[config.mk]
export PLATFORM = sky130hd
export DESIGN_NAME = seq_mult_param
export DESIGN_NICKNAME = d
export VERILOG_FILES = /design/src/rtl/mult_pkg.sv /design/src/rtl/mult_slice_pp.sv /design/src/rtl/seq_mult_param.sv
export SDC_FILE = /design/constraint.sdc
export NUM_CORES = 1
export LEC_CHECK = 0
export ABC_AREA = 1
export CAP_MARGIN = 40
export CORE_ASPECT_RATIO = 0.75
export CORE_UTILIZATION = 40
export CTS_BUF_LIST = sky130_fd_sc_hd__clkbuf_16
export CTS_CLUSTER_DIAMETER = 100
export DETAILED_ROUTE_END_ITERATION = 8
export PLACE_DENSITY = 0.57
export SLEW_MARGIN = 25
export SYNTH_ARGS = -nofsm -noshare
export SYNTH_HDL_FRONTEND = slang
export SYNTH_SLANG_ARGS = --single-unit
[constraint.sdc]
create_clock -name clk -period 7.2 [get_ports clk]
set_input_delay 1.8 -clock clk [delete_from_list [all_inputs] [get_ports clk]]
set_output_delay 1.8 -clock clk [all_outputs]
set_load 0.01 [all_outputs]
[src/rtl/mult_pkg.sv]
// Shared definitions for the parametrised sequential multiplier.
// State encodings and width derivations used by the top and its tests.
package mult_pkg;

  typedef enum logic [1:0] {
    IDLE = 2'd0,
    CALC = 2'd1,
    DONE = 2'd2
  } state_e;

  localparam int DEF_A_WIDTH = 8;
  localparam int DEF_B_WIDTH = 8;
  localparam int DEF_SLICE   = 4;

  function automatic int calc_steps(input int b_w, input int slice);
    return b_w / slice;
  endfunction

  function automatic int calc_p_width(input int a_w, input int b_w);
    return a_w + b_w;
  endfunction

  function automatic int calc_cnt_w(input int steps);
    return $clog2(steps) + 1;
  endfunction

endpackage

[src/rtl/mult_slice_pp.sv]
// Combinational A_WIDTH x SLICE partial product.
// Both operands are unsigned magnitudes.
module mult_slice_pp #(
  parameter int A_WIDTH = 8,
  parameter int SLICE   = 4
) (
  input  logic [A_WIDTH-1:0]       a_i,
  input  logic [SLICE-1:0]         b_i,
  output logic [A_WIDTH+SLICE-1:0] pp_o
);

  localparam int PP_W = A_WIDTH + SLICE;

  assign pp_o = PP_W'(a_i) * PP_W'(b_i);

endmodule

[src/rtl/seq_mult_param.sv]
// Shift-add multiplier retiring SLICE multiplier bits per cycle.
// Signed mode multiplies magnitudes and fixes the sign on completion.
module seq_mult_param
  import mult_pkg::*;
#(
  parameter int A_WIDTH = DEF_A_WIDTH,
  parameter int B_WIDTH = DEF_B_WIDTH,
  parameter int SLICE   = DEF_SLICE
) (
  input  logic                       clk,
  input  logic                       reset_a,
  input  logic                       start,
  input  logic                       signed_mode,
  input  logic [A_WIDTH-1:0]         dataa,
  input  logic [B_WIDTH-1:0]         datab,
  output logic                       busy,
  output logic                       done_flag,
  output logic [A_WIDTH+B_WIDTH-1:0] product_out
);

  localparam int STEPS   = calc_steps(B_WIDTH, SLICE);
  localparam int P_WIDTH = calc_p_width(A_WIDTH, B_WIDTH);
  localparam int CNT_W   = calc_cnt_w(STEPS);
  localparam int PP_W    = A_WIDTH + SLICE;

  if (B_WIDTH % SLICE != 0) begin : g_bad_slice
    $error("SLICE must divide B_WIDTH");
  end
  if (A_WIDTH < 2 || B_WIDTH < 2) begin : g_bad_width
    $error("operand widths must be at least 2");
  end

  state_e             state_q, state_d;
  logic [A_WIDTH-1:0] a_q, a_d;
  logic [B_WIDTH-1:0] b_q, b_d;
  logic               sign_q, sign_d;
  logic [P_WIDTH-1:0] acc_q, acc_d;
  logic [CNT_W-1:0]   step_q, step_d;
  logic [P_WIDTH-1:0] prod_q, prod_d;
  logic               done_q, done_d;

  logic [A_WIDTH-1:0] a_mag;
  logic [B_WIDTH-1:0] b_mag;
  logic [PP_W-1:0]    pp;
  logic [P_WIDTH-1:0] pp_sh;

  assign a_mag = (signed_mode && dataa[A_WIDTH-1])
               ? A_WIDTH'(-dataa) : dataa;
  assign b_mag = (signed_mode && datab[B_WIDTH-1])
               ? B_WIDTH'(-datab) : datab;

  // b_q shifts right each step, so its low bits are the current slice
  mult_slice_pp #(
    .A_WIDTH (A_WIDTH),
    .SLICE   (SLICE)
  ) u_pp (
    .a_i  (a_q),
    .b_i  (b_q[SLICE-1:0]),
    .pp_o (pp)
  );

  assign pp_sh = P_WIDTH'(pp) << (int'(step_q) * SLICE);

  always_comb begin
    state_d = state_q;
    a_d     = a_q;
    b_d     = b_q;
    sign_d  = sign_q;
    acc_d   = acc_q;
    step_d  = step_q;
    prod_d  = prod_q;
    done_d  = 1'b0;
    unique case (state_q)
      IDLE: begin
        if (start) begin
          a_d     = a_mag;
          b_d     = b_mag;
          sign_d  = signed_mode
                  & (dataa[A_WIDTH-1] ^ datab[B_WIDTH-1]);
          acc_d   = '0;
          step_d  = '0;
          state_d = CALC;
        end
      end
      CALC: begin
        acc_d  = acc_q + pp_sh;
        b_d    = b_q >> SLICE;
        step_d = step_q + 1'b1;
        if (step_q == CNT_W'(STEPS - 1)) begin
          state_d = DONE;
        end
      end
      DONE: begin
        prod_d  = sign_q ? -acc_q : acc_q;
        done_d  = 1'b1;
        state_d = IDLE;
      end
      default: state_d = IDLE;
    endcase
  end

  always_ff @(posedge clk or negedge reset_a) begin
    if (!reset_a) begin
      state_q <= IDLE;
      a_q     <= '0;
      b_q     <= '0;
      sign_q  <= 1'b0;
      acc_q   <= '0;
      step_q  <= '0;
      prod_q  <= '0;
      done_q  <= 1'b0;
    end else begin
      state_q <= state_d;
      a_q     <= a_d;
      b_q     <= b_d;
      sign_q  <= sign_d;
      acc_q   <= acc_d;
      step_q  <= step_d;
      prod_q  <= prod_d;
      done_q  <= done_d;
    end
  end

  assign busy        = (state_q != IDLE);
  assign done_flag   = done_q;
  assign product_out = prod_q;

endmodule

; After elaboration in Yosys (flattened, before gate mapping)
; Index checks and enable logic that the tools add are counted.
[op_classes]
n_addsub = 5
n_reduce_logical = 8
mux = 13
shift = 1
mul = 1
bitwise_logic = 2
eq_ne = 5
[op_table]
columns = operator, count
row1 = 2-to-1 mux 16 bit, 2
row2 = case mux 16 bit (2 select lines), 1
row3 = 2-to-1 mux 8 bit, 3
row4 = adder 16 bit, 1
row5 = negation 16 bit, 1
row6 = negation 8 bit, 2
row7 = case mux 8 bit (2 select lines), 1
row8 = left shift 12 x 4 -> 16 bit, 1
row9 = multiplier 8 x 4 -> 12 bit, 1
row10 = case mux 2 bit (2 select lines), 2
row11 = 2-to-1 mux 2 bit, 3
row12 = AND reduction 2 bit, 3
row13 = equality test 2 x 1 -> 1 bit (second input constant), 2
row14 = != test 2 bit (second input constant), 2
row15 = nonzero test 2 bit, 2
row16 = adder 2 x 1 -> 2 bit (second input constant), 1
row17 = equality test 2 bit (second input constant), 1
row18 = logical AND 1 bit, 2
row19 = zero test 2 bit, 1
row20 = bitwise AND 1 bit, 1
row21 = 2-to-1 mux 1 bit, 1
row22 = XOR 1 bit, 1
[totals]
word_cells = 43
in_bits = 20
register_bits = 54
output_inout_bits = 18

; Longest topological paths before layout
; Gate-level depths: netlist of run 1.
[depth]
ltp_word = 4
ltp_mapped = 27
ltp_nobuf = 26

; Modules after synthesis
; From an unflattened synthesis of run 1, not the netlist that was laid out.
[unflattened]
hier_cells = 743
area_unflattened_um2 = 4892.2
[modules_own_cells]
columns = module, seq_area_each_um2, area_per_inst_um2, instances, cells_each
row1 = seq_mult_param, 1351.3, 3844.9, 1, 569
row2 = mult_slice_pp, 0.0, 1047.3, 1, 174

; Worst setup path after synthesis of run 1
; OpenSTA, ideal clock, no wires.
[synth_timing]
path_kind = reg-to-reg
from = reg b_q[3]
to = reg acc_q[15]
n_path_buf = 1
arrival_ns = 4.031
required_ns = 7.083
stages_incl_launch_ff = 23
slack_ns = 3.052
path_cell_list = dfrtp_1 -> clkbuf_1 -> nand2_1 -> fa_1 -> inv_1 -> fa_1 -> fa_1 -> nand3_1 -> nand2_1 -> a21oi_1 -> nor2_1 -> nor2_1 -> xor2_1 -> a21oi_1 -> ha_1 -> a21o_1 -> a21boi_1 -> nand3_1 -> nand2_1 -> nand3_1 -> nand3b_1 -> nand3_1 -> nand2_1
[synth_between]
elab_chain_len = 4
[synth_lines]
columns = item, line
row1 = start: declaration, seq_mult_param.sv:35  ; logic [B_WIDTH-1:0] b_q, b_d;
row2 = start signal: assignment, seq_mult_param.sv:106  ; b_q <= '0;
row3 = start signal: assignment, seq_mult_param.sv:115  ; b_q <= b_d;
row4 = multiplier 8 x 4 -> 12 bit, mult_slice_pp.sv:14  ; assign pp_o = PP_W'(a_i) * PP_W'(b_i);
row5 = left shift 12 x 4 -> 16 bit, seq_mult_param.sv:62  ; assign pp_sh = P_WIDTH'(pp) << (int'(step_q) * SLICE);
row6 = adder 16 bit, seq_mult_param.sv:86  ; acc_d = acc_q + pp_sh;
row7 = case mux 16 bit (2 select lines), seq_mult_param.sv:73  ; unique case (state_q)
row8 = end signal: assignment, seq_mult_param.sv:108  ; acc_q <= '0;
row9 = end signal: assignment, seq_mult_param.sv:117  ; acc_q <= acc_d;
row10 = end: declaration, seq_mult_param.sv:37  ; logic [P_WIDTH-1:0] acc_q, acc_d;
; No other way between the ends.
; A chain may end at the register's enable or synchronous reset.

; Worst setup path after layout of run 1
; Same ends and word-level chain as after synthesis.

==> out/results.md, run 1 <==
| Group | Quantity | Reported |
|:---|:---|:---|
| status | Status | finished, violations left |
| status | Failing checks | design-rule violations |
| clock tree | Clock net sink count | 54 |
| die | Horiz. Die Dim | 125 µm |
| clock tree | Number of cells upsized or downsized after cts | 0 |
| yosys | Synth warn | 0 |
| final layout | Layout filler cell count | 1132 |
| worst hold path | Hold Crit Class | flip-flop to flip-flop |
| job | Max-cap check violation count | 0 |
| final layout | Layout Utilization | 0.470 |
| global routing | Global route overflow | 0 |
| placed design | Final HPWL DP | 8290 µm |
| global routing | Via count of the first global-routing pass | 3590 |
| critical path | Maximum cell stage delay along the critical path | 0.54 ns |
| global routing | Global-route usage over all layers | 0.187 |
| final layout | Layout area overhead | 14.3% |
| power | Power, Total | 2.58 mW |
| yosys | Leading post-synthesis cells by cell area | sky130_fd_sc_hd__dfrtp_1, sky130_fd_sc_hd__nand2_1, sky130_fd_sc_hd__ha_1 |
| timing | Total Negative Setup Slacks | 0 ns |
| final layout | Footprint of the multi-input gates | 2680 µm² |
| critical path | Count of buffering cells on the critical path with inverters included | 2 |
| yosys | Count of mapped cells out of synthesis | 632 |
| route | Via count of the routed design | 3988 |
| global routing | Wire length of the first global-routing pass | 17500 µm |
| final layout | Antenna Cells | 0 |
| critical path | Top cell family by delay on the critical path | adder cells |
| critical path | Cell-by-cell listing of the critical path | nand2_1, fa_1, inv_1, fa_1, fa_1, nand3_1, nand2_1, nand4_1, o211ai_1, xnor2_1, nand2_1, o211ai_1, inv_1, ha_1, a21oi_1, a21boi_1, nand3_1, nand2_1, nand3_1, nand3b_1, nand3_1, nand2_1 |
| timing | Post-route setup slack | 2.62 ns |
| timing | Headroom to the max-slew limit | 0.525 |
| placed design | Final weighted congestion in routability-driven placement | 0.868 |
| placed design | Number of cells in the design after placement | 794 |
| critical path | Minimum setup slack among reg-to-reg paths | 2.62 ns |
| die | Total die area | 11700 µm² |
| placed design | Post-Place Cell Area | 5000 µm² |
| timing | Min Tclk post-route | 4.58 ns |
| critical path | Data arrival time of the worst path | 4.77 ns |
| clock tree | Clk buf depth | 2 |
| route | Drt first-iter violations | 260 |
| timing | Post-Route Skew | 0.00866 ns |
| timing | Setup-violating endpoint count in the final report | 0 |
| power | Portion of total power attributed to sequential cells | 0.237 |
| yosys | Most area-hungry cell type in the Yosys netlist | sky130_fd_sc_hd__dfrtp_1 |
| final layout | Share of post-route cells with drive strength above 1 | 0.0378 |
| final layout | Commonest cells after routing, fill and taps aside | sky130_fd_sc_hd__nand2_1, sky130_fd_sc_hd__inv_1, sky130_fd_sc_hd__o21ai_0 |
| placed design | Worst Setup Slack post-DPL | 2.65 ns |
| timing | Achievable frequency | 0.218 GHz |
| final layout | Area taken by flip-flops and latches | 1350 µm² |
| placed design | Number of buffer cells added on primary ports | 37 |
| power | Relative contribution of the clock network to total power | 0.109 |
| yosys | Unique masters post-synth | 40 |
| final layout | Final net count | 729 |
| critical path | Highest net fanout along the worst path | 9 |
| yosys | Post-synthesis area per instance | 7.15 µm² |
| die | Core region area | 11000 µm² |
| global routing | Number of antenna violations at the first check in global routing | 0 |
| critical path | Start-to-end type of the worst setup path | flip-flop to flip-flop |
| route | DRC viols | 4 |
| power | Power density over cell area | 499 nW/µm² |
| die | Io pins | 38 |
| critical path | Most used cell along the critical path | sky130_fd_sc_hd__nand2_1 |
| yosys | Sequential share of the synthesized area | 0.299 |
| clock tree | Maximum level of the CTS H-tree | 2 |
| timing | Share of the cycle needed by the critical path after routing | 0.636 |
| route | Post-DR wirelength/cell | 13.0 µm |
| global routing | Largest net degree at the start of global routing | 55 |
| power | Combinational Power Share | 0.654 |
| clock tree | Post-CTS Setup Inserts | 0 |
| timing | RSZ-0062 raised after global routing | no |
| yosys | Number of synthesized register bits | 54 |
| route | First-pass detailed-route iteration total | 7 |
| power | Internal power of the cells | 1.26 mW |
| final layout | Most frequent standard cell in the layout excluding fill and tap cells | sky130_fd_sc_hd__nand2_1 |
| yosys | Area share of the largest cell type after synthesis | 0.299 |
| route | Final routed wirelength across all metal layers | 10400 µm |
| final layout | Post-route non-filler standard cell count | 802 |
| clock tree | Clock slew seen by the registers of the worst setup and hold paths | 0.07 ns |
| timing | Post-Route Hold Slack | 0.479 ns |
| die | Overall die height | 94.1 µm |
| die | Starting density of the core | 0.412 |
| route | Final antenna-violating net count | 0 |
| die | Floorplan row count | 33 |
| power | Peak ir drop on the vdd network | 0.194 mV |
| clock tree | CTS root buf | sky130_fd_sc_hd__clkbuf_16 |
| critical path | Critical Path Source Type | flip-flop |
| timing | Final hold violations | 0 |
| power | Switch Pwr | 1.32 mW |
| critical path | Required time of the critical path | 7.39 ns |
| route | Ratio of routed vias to standard cells | 4.97 |
| power | Reported leakage power | 2.72 nW |
| critical path | Crit-path slowest cell | sky130_fd_sc_hd__fa_1 |
| clock tree | Number of buffers inserted for hold repair after clock tree synthesis | 0 |
| clock tree | Clock latency of the later-clocked register in the worst-skew pair | 0.30 ns |
| critical path | Category of the worst setup path capture point | flip-flop |
| timing | Worst Max-Slew Pin Slew | 0.712 ns |
| yosys | Netlist area before placement | 4520 µm² |
| final layout | Total non-filler cell area in the finished layout | 5170 µm² |
| power | Switching part of the total power | 0.512 |
| timing | Final Max Slew Viols | 0 |
| yosys | Synthesized Nets | 700 |
| clock tree | Cts bufs inserted | 5 |
| clock tree | TritonCTS clock tree | built |
worst paths after layout:
check,cells past startpoint,to,from
worst max-delay path,22,acc_q[15]$_DFFE_PN0P_,b_q[3]$_DFFE_PN0P_
worst min-delay path,2,product_out[14]$_DFFE_PN0P_,product_out[14]$_DFFE_PN0P_
worst max register to register,22,acc_q[15]$_DFFE_PN0P_,b_q[3]$_DFFE_PN0P_
worst min register to register,2,product_out[14]$_DFFE_PN0P_,product_out[14]$_DFFE_PN0P_
max in group asynchronous,2,a_q[7]$_DFFE_PN0P_,reset_a
min in group asynchronous,2,acc_q[12]$_DFFE_PN0P_,reset_a
state kept, by name (all words and copies together), names as in the netlist:
| signal | cells |
|---|---|
| b_q | 8 |
| sign_q | 1 |
| state_q | 2 |
| product_out | 16 |
| done_flag | 1 |
| a_q | 8 |
| step_q | 2 |
| acc_q | 16 |
worst register-to-register path, stage by stage, from the launching register on:
cell	delay (ns)
sky130_fd_sc_hd__dfrtp_1	0.50
sky130_fd_sc_hd__nand2_1	0.13
sky130_fd_sc_hd__fa_1	0.54
sky130_fd_sc_hd__inv_1	0.05
sky130_fd_sc_hd__fa_1	0.52
sky130_fd_sc_hd__fa_1	0.48
sky130_fd_sc_hd__nand3_1	0.10
sky130_fd_sc_hd__nand2_1	0.10
sky130_fd_sc_hd__nand4_1	0.09
sky130_fd_sc_hd__o211ai_1	0.10
sky130_fd_sc_hd__xnor2_1	0.27
sky130_fd_sc_hd__nand2_1	0.09
sky130_fd_sc_hd__o211ai_1	0.09
sky130_fd_sc_hd__inv_1	0.06
sky130_fd_sc_hd__ha_1	0.33
sky130_fd_sc_hd__a21oi_1	0.16
sky130_fd_sc_hd__a21boi_1	0.17
sky130_fd_sc_hd__nand3_1	0.19
sky130_fd_sc_hd__nand2_1	0.11
sky130_fd_sc_hd__nand3_1	0.09
sky130_fd_sc_hd__nand3b_1	0.17
sky130_fd_sc_hd__nand3_1	0.07
sky130_fd_sc_hd__nand2_1	0.05
metal layers:
metal / wire length (µm) / track usage / vias up
met1: 5770 / 0.288 / 1794
li1: - / - / 2106
met5: 0 / 0 / -
met4: 111 / 0.0422 / 0
met2: 4060 / 0.265 / 77
met3: 469 / 0.0313 / 11
cells in the mapped netlist (all sizes together):
library cell  instances
inv                 108
o32ai                 1
and3                  1
fa                   13
nor2                 47
nor3                 14
nand3b                1
o31ai                 4
a21oi                34
a31oi                 3
nand3                28
nand2               152
xor2                 17
or2                   2
nand4                 4
a21o                  3
o211ai                4
o21bai                2
o22ai                 8
ha                   35
nor4                  1
a22oi                 2
xnor2                 8
dfrtp                54
clkbuf               11
o21ai                66
buf                   6
clkinv                1
o21a                  1
a21boi                1
power groups by stage:
stage,logic [mW],clock network (mW),registers [mW]
detailed placement,1.67,0,0.615
global placement,1.66,0,0.611
global route,1.93,0.299,0.637
CTS,1.69,0.290,0.610
floorplan,1.31,0,0.552
finish,1.68,0.282,0.611
cell families after synthesis:
| family | synth area share |
|---|---|
| DFF | 0.299 |
| xor gates and xnor gates | 0.0484 |
| and+or+nand+nor | 0.233 |
| AOI/OAI and AO/OA | 0.158 |
| adders and majority gates | 0.154 |
| buffers and inverters | 0.108 |
cell type report:
class,instances,share of cell area
inverter,109,0.0792
clock buffer,5,0.0242
sequential,54,0.262
clock inverter,3,0.00823
timing repair buffer,39,0.0736
tap,140,0.0339
multi-input combinational,452,0.519
Power figures use the tool's default switching activity.
==> run 2, diff against run 1 <==
--- a/config.mk
+++ b/config.mk
@@ -12,7 +12,7 @@
 export CTS_BUF_LIST = sky130_fd_sc_hd__clkbuf_16
 export CTS_CLUSTER_DIAMETER = 100
 export DETAILED_ROUTE_END_ITERATION = 8
-export PLACE_DENSITY = 0.57
+export PLACE_DENSITY = 0.59
 export SLEW_MARGIN = 25
 export SYNTH_ARGS = -nofsm -noshare
 export SYNTH_HDL_FRONTEND = slang
==> constraint.sdc (replaced) <==
create_clock -name clk -period 4.2 [get_ports clk]
set_input_delay 1.05 -clock clk [delete_from_list [all_inputs] [get_ports clk]]
set_output_delay 1.05 -clock clk [all_outputs]
set_load 0.01 [all_outputs]
==> out/results.md, run 2 (same netlist as run 1, synthesis figures left out) <==
| Group | Quantity | Reported | Change |
|:---|:---|:---|:---|
| final layout | Layout filler cell count | 1089 | -3.8% |
| die | Io pins | 38 | unchanged |
| critical path | Cell-by-cell listing of the critical path | nand2_2, inv_2, fa_1, inv_1, fa_1, inv_2, ha_4, a21oi_2, nand2_2, buf_4, nand4_1, o211ai_1, xnor2_1, nand2_1, o211ai_1, inv_1, ha_4, a21oi_2, a21boi_2, nand3_4, a21o_1, a21oi_2, o21ai_1, nand2_1 |  |
| timing | Final Max Slew Viols | 0 | unchanged |
| timing | Min Tclk post-route | 4.30 ns | -0.282 ns |
| placed design | Final weighted congestion in routability-driven placement | 0.882 | +1.7% |
| final layout | Footprint of the multi-input gates | 3010 µm² | +12% |
| route | Ratio of routed vias to standard cells | 5.09 | +2.3% |
| placed design | Final HPWL DP | 8680 µm | +4.6% |
| die | Overall die height | 94.1 µm | unchanged |
| clock tree | Maximum level of the CTS H-tree | 2 | unchanged |
| global routing | Global route overflow | 0 | unchanged |
| critical path | Category of the worst setup path capture point | flip-flop |  |
| die | Total die area | 11700 µm² | unchanged |
| route | First-pass detailed-route iteration total | 7 | unchanged |
| die | Starting density of the core | 0.412 | unchanged |
| clock tree | Number of buffers inserted for hold repair after clock tree synthesis | 0 | unchanged |
| critical path | Start-to-end type of the worst setup path | flip-flop to flip-flop |  |
| worst hold path | Hold Crit Class | flip-flop to flip-flop |  |
| die | Floorplan row count | 33 | unchanged |
| timing | Post-Route Hold Slack | 0.484 ns | +0.00485 ns |
| final layout | Commonest cells after routing, fill and taps aside | sky130_fd_sc_hd__nand2_1, sky130_fd_sc_hd__inv_1, sky130_fd_sc_hd__dfrtp_1 |  |
| status | Status | finished, violations left |  |
| route | Final routed wirelength across all metal layers | 11400 µm | +9.5% |
| timing | Share of the cycle needed by the critical path after routing | 1.02 | +0.387 |
| critical path | Required time of the critical path | 4.44 ns | -2.95 ns |
| timing | Headroom to the max-slew limit | 0.476 | -0.0485 |
| global routing | Global-route usage over all layers | 0.192 | +0.00559 |
| placed design | Number of buffer cells added on primary ports | 37 | unchanged |
| clock tree | Cts bufs inserted | 5 | unchanged |
| global routing | Wire length of the first global-routing pass | 17900 µm | +2.5% |
| global routing | Via count of the first global-routing pass | 3810 | +6.1% |
| final layout | Post-route non-filler standard cell count | 839 | +4.6% |
| job | Max-cap check violation count | 0 | unchanged |
| critical path | Maximum cell stage delay along the critical path | 0.53 ns | about the same |
| placed design | Number of cells in the design after placement | 815 | +2.6% |
| route | Drt first-iter violations | 225 | -13% |
| status | Failing checks | design-rule violations, negative setup slack |  |
| critical path | Crit-path slowest cell | sky130_fd_sc_hd__fa_1 |  |
| route | Via count of the routed design | 4267 | +7.0% |
| final layout | Final net count | 767 | +5.2% |
| clock tree | CTS root buf | sky130_fd_sc_hd__clkbuf_16 |  |
| timing | Post-route setup slack | -0.0972 ns | -2.72 ns |
| critical path | Critical Path Source Type | flip-flop |  |
| timing | Total Negative Setup Slacks | -0.228 ns | -0.228 ns |
| route | DRC viols | 2 | -2 |
| die | Horiz. Die Dim | 125 µm | unchanged |
| timing | Post-Route Skew | 0.00726 ns | -0.00140 ns |
| timing | Setup-violating endpoint count in the final report | 3 | +3 |
| final layout | Most frequent standard cell in the layout excluding fill and tap cells | sky130_fd_sc_hd__nand2_1 |  |
| timing | RSZ-0062 raised after global routing | yes |  |
| final layout | Antenna Cells | 0 | unchanged |
| clock tree | Clock net sink count | 54 | unchanged |
| timing | Worst Max-Slew Pin Slew | 0.783 ns | +0.0705 ns |
| critical path | Data arrival time of the worst path | 4.54 ns | -0.23 ns |
| clock tree | Clock slew seen by the registers of the worst setup and hold paths | 0.07 ns | about the same |
| route | Post-DR wirelength/cell | 13.6 µm | +4.6% |
| final layout | Area taken by flip-flops and latches | 1360 µm² | +0.28% |
| critical path | Highest net fanout along the worst path | 5 | -4 |
| global routing | Number of antenna violations at the first check in global routing | 0 | unchanged |
| critical path | Most used cell along the critical path | sky130_fd_sc_hd__a21oi_2 |  |
| die | Core region area | 11000 µm² | unchanged |
| route | Final antenna-violating net count | 0 | unchanged |
| timing | Final hold violations | 0 | unchanged |
| global routing | Largest net degree at the start of global routing | 33 | -40% |
| final layout | Layout area overhead | 28.1% |  |
| clock tree | Clock latency of the later-clocked register in the worst-skew pair | 0.30 ns | about the same |
| clock tree | TritonCTS clock tree | built |  |
| timing | Achievable frequency | 0.233 GHz | +6.6% |
| clock tree | Clk buf depth | 2 | unchanged |
| final layout | Share of post-route cells with drive strength above 1 | 0.195 | +0.157 |
-- run 2: changes by cell type in the layout (fill, tap and decap cells not counted), moves of 11 or more --
cell,change
sky130_fd_sc_hd__a21oi_1,-13
sky130_fd_sc_hd__a21oi_2,+12
sky130_fd_sc_hd__buf_4,+37
sky130_fd_sc_hd__nand2_1,-14
sky130_fd_sc_hd__nand2_2,+13
sky130_fd_sc_hd__o21ai_0,-11
-- run 2: path summary, 6_finish.rpt --
kind	slack, ns	endpoint	depth (start not counted)	startpoint
worst max-delay path	-0.1	acc_q[13]$_DFFE_PN0P_	24	a_q[4]$_DFFE_PN0P_
worst min-delay path	0.48	product_out[14]$_DFFE_PN0P_	2	product_out[14]$_DFFE_PN0P_
worst max register to register	-0.1	acc_q[13]$_DFFE_PN0P_	24	a_q[4]$_DFFE_PN0P_
worst min register to register	0.48	product_out[14]$_DFFE_PN0P_	2	product_out[14]$_DFFE_PN0P_
max in group asynchronous	2.87	b_q[2]$_DFFE_PN0P_	3	reset_a
min in group asynchronous	0.55	acc_q[14]$_DFFE_PN0P_	1	reset_a
-- run 2: what timing repair did --
item / CTS / global route
setup endpoints to repair: 7 / 9
pin swaps: 2 / 54
setup buffers: 3 / 13
gates resized for setup: 10 / 81
-- run 2: cell type report --
type	instances	share of cell area
repair buffers	77	0.117
clock inverters	2	0.00670
inverters	109	0.0707
clock buffers	5	0.0216
flip-flops and latches	54	0.234
multi-input cells	452	0.520
well taps	140	0.0303
-- run 2: metrics by stage --
stage | setup slack, ns | area, µm² | utilization
4_1_cts | -0.00550 | 5400 | 0.492
2_1_floorplan | 0.0517 | 4520 | -
3_5_place_dp | -0.141 | 5160 | 0.470
5_1_grt | -0.297 | 5790 | 0.527
3_3_place_gp | -0.0239 | 5160 | 0.470
6_report | -0.0972 | 5790 | 0.527
-- run 2: metal layers --
| metal | part of all wire | global-route usage | wire length, µm |
|---|---|---|---|
| met5 | 0 | 0 | 0 |
| met4 | 0.013 | 0.0535 | 147 |
| met3 | 0.042 | 0.0370 | 475 |
| met1 | 0.51 | 0.278 | 5790 |
| met2 | 0.44 | 0.289 | 4980 |
-- run 2: worst max-delay path: cells and delay by family (launching register included) --
kind	cells	cell delay, ns
XOR/XNOR	1	0.25
adder cells (fa/ha/maj)	4	1.54
flip-flops	1	0.45
AND/OR/NAND/NOR	6	0.53
AO/OA/AOI/OAI	8	1.11
buffers and inverters	5	0.37
Power of run 2 is not shown: default switching activity piles up to over one toggle a cycle in this logic, so the estimate is an artifact.
